File: config.mk
export PLATFORM = sky130hd
export DESIGN_NAME = psum_ofifo
export DESIGN_NICKNAME = d
export VERILOG_FILES = /design/src/rtl/mac_pkg.sv /design/src/rtl/ofifo_col.sv /design/src/rtl/psum_ofifo.sv
export SDC_FILE = /design/constraint.sdc
export NUM_CORES = 2
export LEC_CHECK = 0
export ABC_AREA = 1
export BUFFER_PORTS_ARGS = -buffer_cell sky130_fd_sc_hd__clkbuf_2
export CAP_MARGIN = 10
export CORE_MARGIN = 4
export CORE_UTILIZATION = 44
export CTS_CLUSTER_SIZE = 10
export DETAILED_ROUTE_END_ITERATION = 7
export SETUP_SLACK_MARGIN = 0.02
export SYNTH_ARGS = -nofsm -noshare
export SYNTH_HDL_FRONTEND = slang
export SYNTH_SLANG_ARGS = --single-unit
File: constraint.sdc
create_clock -name clk -period 8 [get_ports clk]
set_clock_uncertainty 0.05 [all_clocks]
set_input_delay 0.4 -clock clk [delete_from_list [all_inputs] [get_ports clk]]
set_output_delay 0.4 -clock clk [all_outputs]
set_load 0.05 [all_outputs]
File: src/rtl/mac_pkg.sv
// Shared MAC-array package: psum widths, column count and the packed-slice index helper.
// Used by the MAC column array and by the psum output collector.
package mac_pkg;

    localparam int BW      = 8;
    localparam int BW_PSUM = 2*BW + 6;
    localparam int COL     = 8;

    // LSB position of column c inside a packed row of w-bit psums.
    function automatic int psum_lsb(input int c, input int w);
        return c * w;
    endfunction

endpackage

File: src/rtl/ofifo_col.sv
// Single-column circular psum queue: storage, write/read pointers and occupancy count.
// The parent only asserts pop when every column is non-empty, so pop never underflows.
module ofifo_col
    import mac_pkg::*;
#(
    parameter int bw_psum = BW_PSUM,
    parameter int depth   = 16
) (
    input  logic               clk,
    input  logic               reset,
    input  logic               push,
    input  logic               pop,
    input  logic [bw_psum-1:0] din,
    output logic [bw_psum-1:0] dout,
    output logic               full,
    output logic               empty,
    output logic               drop
);

    localparam int aw = $clog2(depth);
    localparam int cw = $clog2(depth + 1);

    logic [bw_psum-1:0] mem [depth];
    logic [aw-1:0]      wptr;
    logic [aw-1:0]      rptr;
    logic [cw-1:0]      count;
    logic               do_push;

    assign full    = (count == cw'(depth));
    assign empty   = (count == '0);
    // A full column still takes the write when the same edge frees a slot.
    assign do_push = push && (!full || pop);
    assign drop    = push && full && !pop;

    always_ff @(posedge clk or negedge reset) begin
        if (!reset) begin
            wptr  <= '0;
            rptr  <= '0;
            count <= '0;
        end else begin
            if (do_push)
                wptr <= wptr + aw'(1);
            if (pop)
                rptr <= rptr + aw'(1);
            if (do_push && !pop)
                count <= count + cw'(1);
            else if (!do_push && pop)
                count <= count - cw'(1);
        end
    end

    always_ff @(posedge clk) begin
        if (do_push)
            mem[wptr] <= din;
    end

    assign dout = mem[rptr];

endmodule

File: src/rtl/psum_ofifo.sv
// Psum output collector: per-column queues re-align skewed MAC column writes into full rows.
// Optional build macro OFIFO_RELU_EN zeroes negative psums on the read path only.
module psum_ofifo
    import mac_pkg::*;
#(
    parameter int col     = COL,
    parameter int bw_psum = BW_PSUM,
    parameter int depth   = 16
) (
    input  logic                   clk,
    input  logic                   reset,
    input  logic [col-1:0]         wr,
    input  logic [col*bw_psum-1:0] in,
    input  logic                   rd,
    output logic                   o_valid,
    output logic [col*bw_psum-1:0] out,
    output logic                   o_full,
    output logic                   o_ready,
    output logic                   o_ovf
);

    logic [col-1:0]         full_c;
    logic [col-1:0]         empty_c;
    logic [col-1:0]         drop_c;
    logic [col*bw_psum-1:0] head;
    logic                   pop;
    logic                   ovf_q;

    assign o_valid = ~|empty_c;
    assign o_full  = |full_c;
    assign o_ready = ~o_full;
    assign pop     = rd & o_valid;
    assign o_ovf   = ovf_q;

    for (genvar c = 0; c < col; c++) begin : g_col
        ofifo_col #(
            .bw_psum (bw_psum),
            .depth   (depth)
        ) u_col (
            .clk   (clk),
            .reset (reset),
            .push  (wr[c]),
            .pop   (pop),
            .din   (in[psum_lsb(c, bw_psum) +: bw_psum]),
            .dout  (head[psum_lsb(c, bw_psum) +: bw_psum]),
            .full  (full_c[c]),
            .empty (empty_c[c]),
            .drop  (drop_c[c])
        );
    end

    always_ff @(posedge clk or negedge reset) begin
        if (!reset)
            ovf_q <= 1'b0;
        else if (|drop_c)
            ovf_q <= 1'b1;
    end

    always_comb begin
        out = head;
`ifdef OFIFO_RELU_EN
        for (int c = 0; c < col; c++) begin
            if (head[psum_lsb(c, bw_psum) + bw_psum - 1])
                out[psum_lsb(c, bw_psum) +: bw_psum] = '0;
        end
`endif
    end

endmodule

==> impl_metrics.csv <==
group,metric,value,unit
yosys,postSynth.asyncResetShare,3.59,%
floorplanning,io_pins,367,
setup_path,crit_path_cell_trace,"inv_4 > buf_4 > nor2_1 > nor2_1 > o21ai_0 > o211ai_1 > nand3_1 > nand2_1 > clkbuf_2",
cells_and_area,fillerInstances,22400,
setup_path,crit_path_frequent_cell,"sky130_fd_sc_hd__nor2_1",
yosys,synth.top_cells.by_count,"sky130_fd_sc_hd__edfxtp_1, sky130_fd_sc_hd__nor2_1, sky130_fd_sc_hd__o21ai_0",
drt,routed_wirelength,298000,um
setup_path,crit-reg2reg-capture,"g_col[5].u_col.count[3]",
yosys,synthDominantCellAreaShare,71.9,%
placement,place.detailed.instances,12500,
sta,finalCriticalPeriod,5130,ps
yosys,syn-instance-count,9055,
placement,placedInstanceArea,122000,um^2
min_path,holdCritPathClass,"in2reg",
floorplanning,die_w,525,um
clocking,htree_num_levels,5,
power_and_ir_drop,static-leakage-power,44.0,nW
setup_path,critPathSlowestCell,"sky130_fd_sc_hd__inv_4",
drt,drt-wirelength-per-cell,22.6,um
sta,worst_slew_pin_slew,1180,ps
clocking,resize_count_post_cts,0,
setup_path,worst_setup_path_start_kind,"flip-flop",
setup_path,crit_end,"out[58]",
setup_path,critical_path.reg2reg.startpoint,"g_col[5].u_col.count[0]",
cells_and_area,footprint_of_the_flip_flops_and_latches,87300,um^2
drt,detailedRoute.firstIterationViolations,6912,
yosys,synth_top_family_by_area,"compound AO/OA/AOI/OAI gates",
setup_path,maximum_cell_stage_delay_along_the_critical_path,980,ps
setup_path,crit_path_max_fo,104,
sta,count_of_pins_over_their_slew_limit,0,
yosys,synth_top_area_cell,"sky130_fd_sc_hd__edfxtp_1",
clocking,clock_latency,900,ps
run_status,outcome,"finished clean",
floorplanning,core_area,266000,um^2
global_routing,grt_pass1_vias,71300,
cells_and_area,instances_no_fill,13200,
yosys,number_of_enable_type_register_cells_in_the_synthesized_netlist,2816,
sta,final_min_period_over_clock_period,64.1,%
yosys,synth_most_common_cell,"sky130_fd_sc_hd__edfxtp_1",
yosys,synth.distinct_cells,38,
yosys,synth.mux.area_fraction,0,%
setup_path,reg2regPathDepth,17,
cells_and_area,final_cell_area,134000,um^2
clocking,clock_tree.buffer_depth,4,
placement,place_congestion,0.774,
drt,detailedRoute.firstPassIterationCount,5,
power_and_ir_drop,power-per-cell-area,387,nW/um^2
yosys,post_synth_xor_area_fraction,0.477,%
setup_path,reg2reg_slack,3720,ps
cells_and_area,num-nets-final,9755,
yosys,synth-main-ff-cell,"sky130_fd_sc_hd__edfxtp_1",
clocking,cts_tree,"yes",
global_routing,globalRoute.totalOverflow,0,
yosys,post_synth.cell_area_avg,13.0,um^2
yosys,synth_area,118000,um^2
yosys,synth_fa_ha_area_share,0.913,%
setup_path,crit_path_start,"g_col[2].u_col.rptr[0]",
clocking,clk_root_buffer_cell,"sky130_fd_sc_hd__clkbuf_16",
placement,numPortBuffers,366,
yosys,synth.area.top_cells,"sky130_fd_sc_hd__edfxtp_1, sky130_fd_sc_hd__nor2_1, sky130_fd_sc_hd__o21ai_0",
sta,max_freq,195,MHz
drt,drc_errors,0,
sta,final_hold_viol_count,0,
drt,antenna_left,0,
power_and_ir_drop,post_layout_total_power,51.9,mW
floorplanning,initial_utilization,44.3,%
yosys,synth_compound_gate_area_share,11.8,%
sta,grt_setup_unrepaired,"no",
yosys,synth-seq-area-share,74.2,%
setup_path,crit_type,"reg2out",
cells_and_area,layout_cells_sized_above_1,11.3,%
setup_path,cp-end-kind,"primary output",
power_and_ir_drop,vdd_ir_drop_max,0.000444,V
flow_run,max_cap_viol_count,0,
drt,detailroute.via_count,73900,
yosys,postSynthNetCount,9323,
global_routing,antenna_found_initial,42,
yosys,post_synth_and_or_nand_nor_area_fraction,9.66,%
clocking,clock_sink_count,2921,
cells_and_area,syn2layout_area_growth,14.0,%
floorplanning,dieArea,275000,um^2
sta,final-setup-viol-count,0,
clocking,cts-buffers-inserted,339,
sta,final_layout_setup_total_negative_slack,0,ps
floorplanning,die_height,525,um
setup_path,worst_ep_required_time,7550,ps
setup_path,critical_path_arrival,4680,ps
floorplanning,core.rowCount,189,
sta,worst_hold_slack,374,ps
global_routing,global_route_wire_length_before_repair,448000,um
global_routing,gr-usage-all-layers,20.9,%
global_routing,largest_net_degree_at_the_start_of_global_routing,111,
placement,detailedPlacementHpwl,156000,um
cells_and_area,multi_input_area,27400,um^2
clocking,clkTransAtPathRegs,50,ps
sta,slew_headroom,20.9,%
drt,detail_route.vias_per_cell,5.60,
yosys,number_of_storage_elements_in_the_synthesis_netlist,2921,
yosys,synthesis.yosys.warnings,0,
-- per-stage QoR --
| stage | setup WS, ps | util, % |
|---|---|---|
| global placement | 3680 | 46.1 |
| finish | 2870 | 50.5 |
| detailed placement | 3670 | 46.1 |
| global route | 2490 | 50.5 |
| floorplan | 5340 | - |
| CTS | 2770 | 50.5 |
-- layer usage --
metal / vias up / track usage (%) / wire [um]
li1: 34000 / - / -
met1: 37100 / 29.2 / 128000
met2: 2315 / 34.3 / 144000
met3: 502 / 3.44 / 19000
met4: 16 / 5.35 / 7160
met5: - / 0 / 95
-- power breakdown --
group	switching [mW]	internal [mW]	total (mW)	leakage (nW)
Sequential	1.13	18.3	19.4	26.7
Combinational	13.9	4.70	18.6	12.7
Clock	5.86	7.94	13.8	4.63
-- cell type report --
cell class / count / area share, %
antenna: 23 / 0.0429
clock buffer: 443 / 6.72
clock inverter: 42 / 0.464
inverter: 128 / 0.379
multi-input combinational: 5402 / 20.4
sequential: 2921 / 65.1
tap: 3533 / 3.30
timing repair buffer: 695 / 3.58
-- logic make-up (layout without fill, tap and decap cells) --
kind of cell    Yosys count  count (layout)
buf+inv                 732            1308
compound gates         2376            2376
other cells               0              23
simple gates           2887            2887
fa+ha+maj                81              81
xor+xnor                 58              58
flops                  2921            2921
-- worst max-delay path, delay by kind of cell (launching register included) --
family | cells | cell delay (ps)
buffers and inverters | 3 | 2100
AOI/OAI and AO/OA | 2 | 250
and+or+nand+nor | 4 | 560
DFF | 1 | 780
-- sequential cells by signal (all words and copies together) (netlist names) --
register / cells
g_col.u_col.count: 40
g_col.u_col.wptr: 32
g_col.u_col.rptr: 32
o_ovf: 1
g_col.u_col.mem: 2816
-- timing repair --
item                      in CTS  in global routing
buffers inserted               0                  0
hold endpoints to repair    2884                  0
hold buffers                 187                  0
-- layout by cell type, fill, tap and decap left out, types with 9 or more instances in the layout --
cell type and instances:
sky130_fd_sc_hd__xnor2_1 17, sky130_fd_sc_hd__nand2_1 498, sky130_fd_sc_hd__xor2_1 34, sky130_fd_sc_hd__buf_4 142
sky130_fd_sc_hd__o21ai_0 1408, sky130_fd_sc_hd__clkinv_16 9, sky130_fd_sc_hd__nand2_2 9, sky130_fd_sc_hd__o21ai_1 144
sky130_fd_sc_hd__inv_1 113, sky130_fd_sc_hd__edfxtp_1 2816, sky130_fd_sc_hd__clkbuf_1 96, sky130_fd_sc_hd__dlygate4sd3_1 186
sky130_fd_sc_hd__a21oi_1 17, sky130_fd_sc_hd__clkinv_1 14, sky130_fd_sc_hd__dfrtp_4 14, sky130_fd_sc_hd__nor2_1 2013
sky130_fd_sc_hd__diode_2 23, sky130_fd_sc_hd__ha_1 73, sky130_fd_sc_hd__nor2_4 48, sky130_fd_sc_hd__nor2_2 85
sky130_fd_sc_hd__o22ai_1 89, sky130_fd_sc_hd__o221ai_1 88, sky130_fd_sc_hd__clkbuf_16 344, sky130_fd_sc_hd__nand3_1 210
sky130_fd_sc_hd__o211ai_1 616, sky130_fd_sc_hd__dfrtp_1 83, sky130_fd_sc_hd__clkbuf_2 365
-- worst min path at each step --
stage | endpoint | startpoint | cells after the start
floorplan | g_col[0].u_col.count[0] | reset | 0
global placement | g_col[2].u_col.rptr[3] | reset | 1
detailed placement | g_col[7].u_col.rptr[3] | reset | 1
CTS | g_col[4].u_col.mem[9][8] | in[96] | 2
global route | g_col[4].u_col.mem[1][8] | in[96] | 2
finish | g_col[1].u_col.rptr[2] | rd | 3
(Power assumes the default switching activity.)
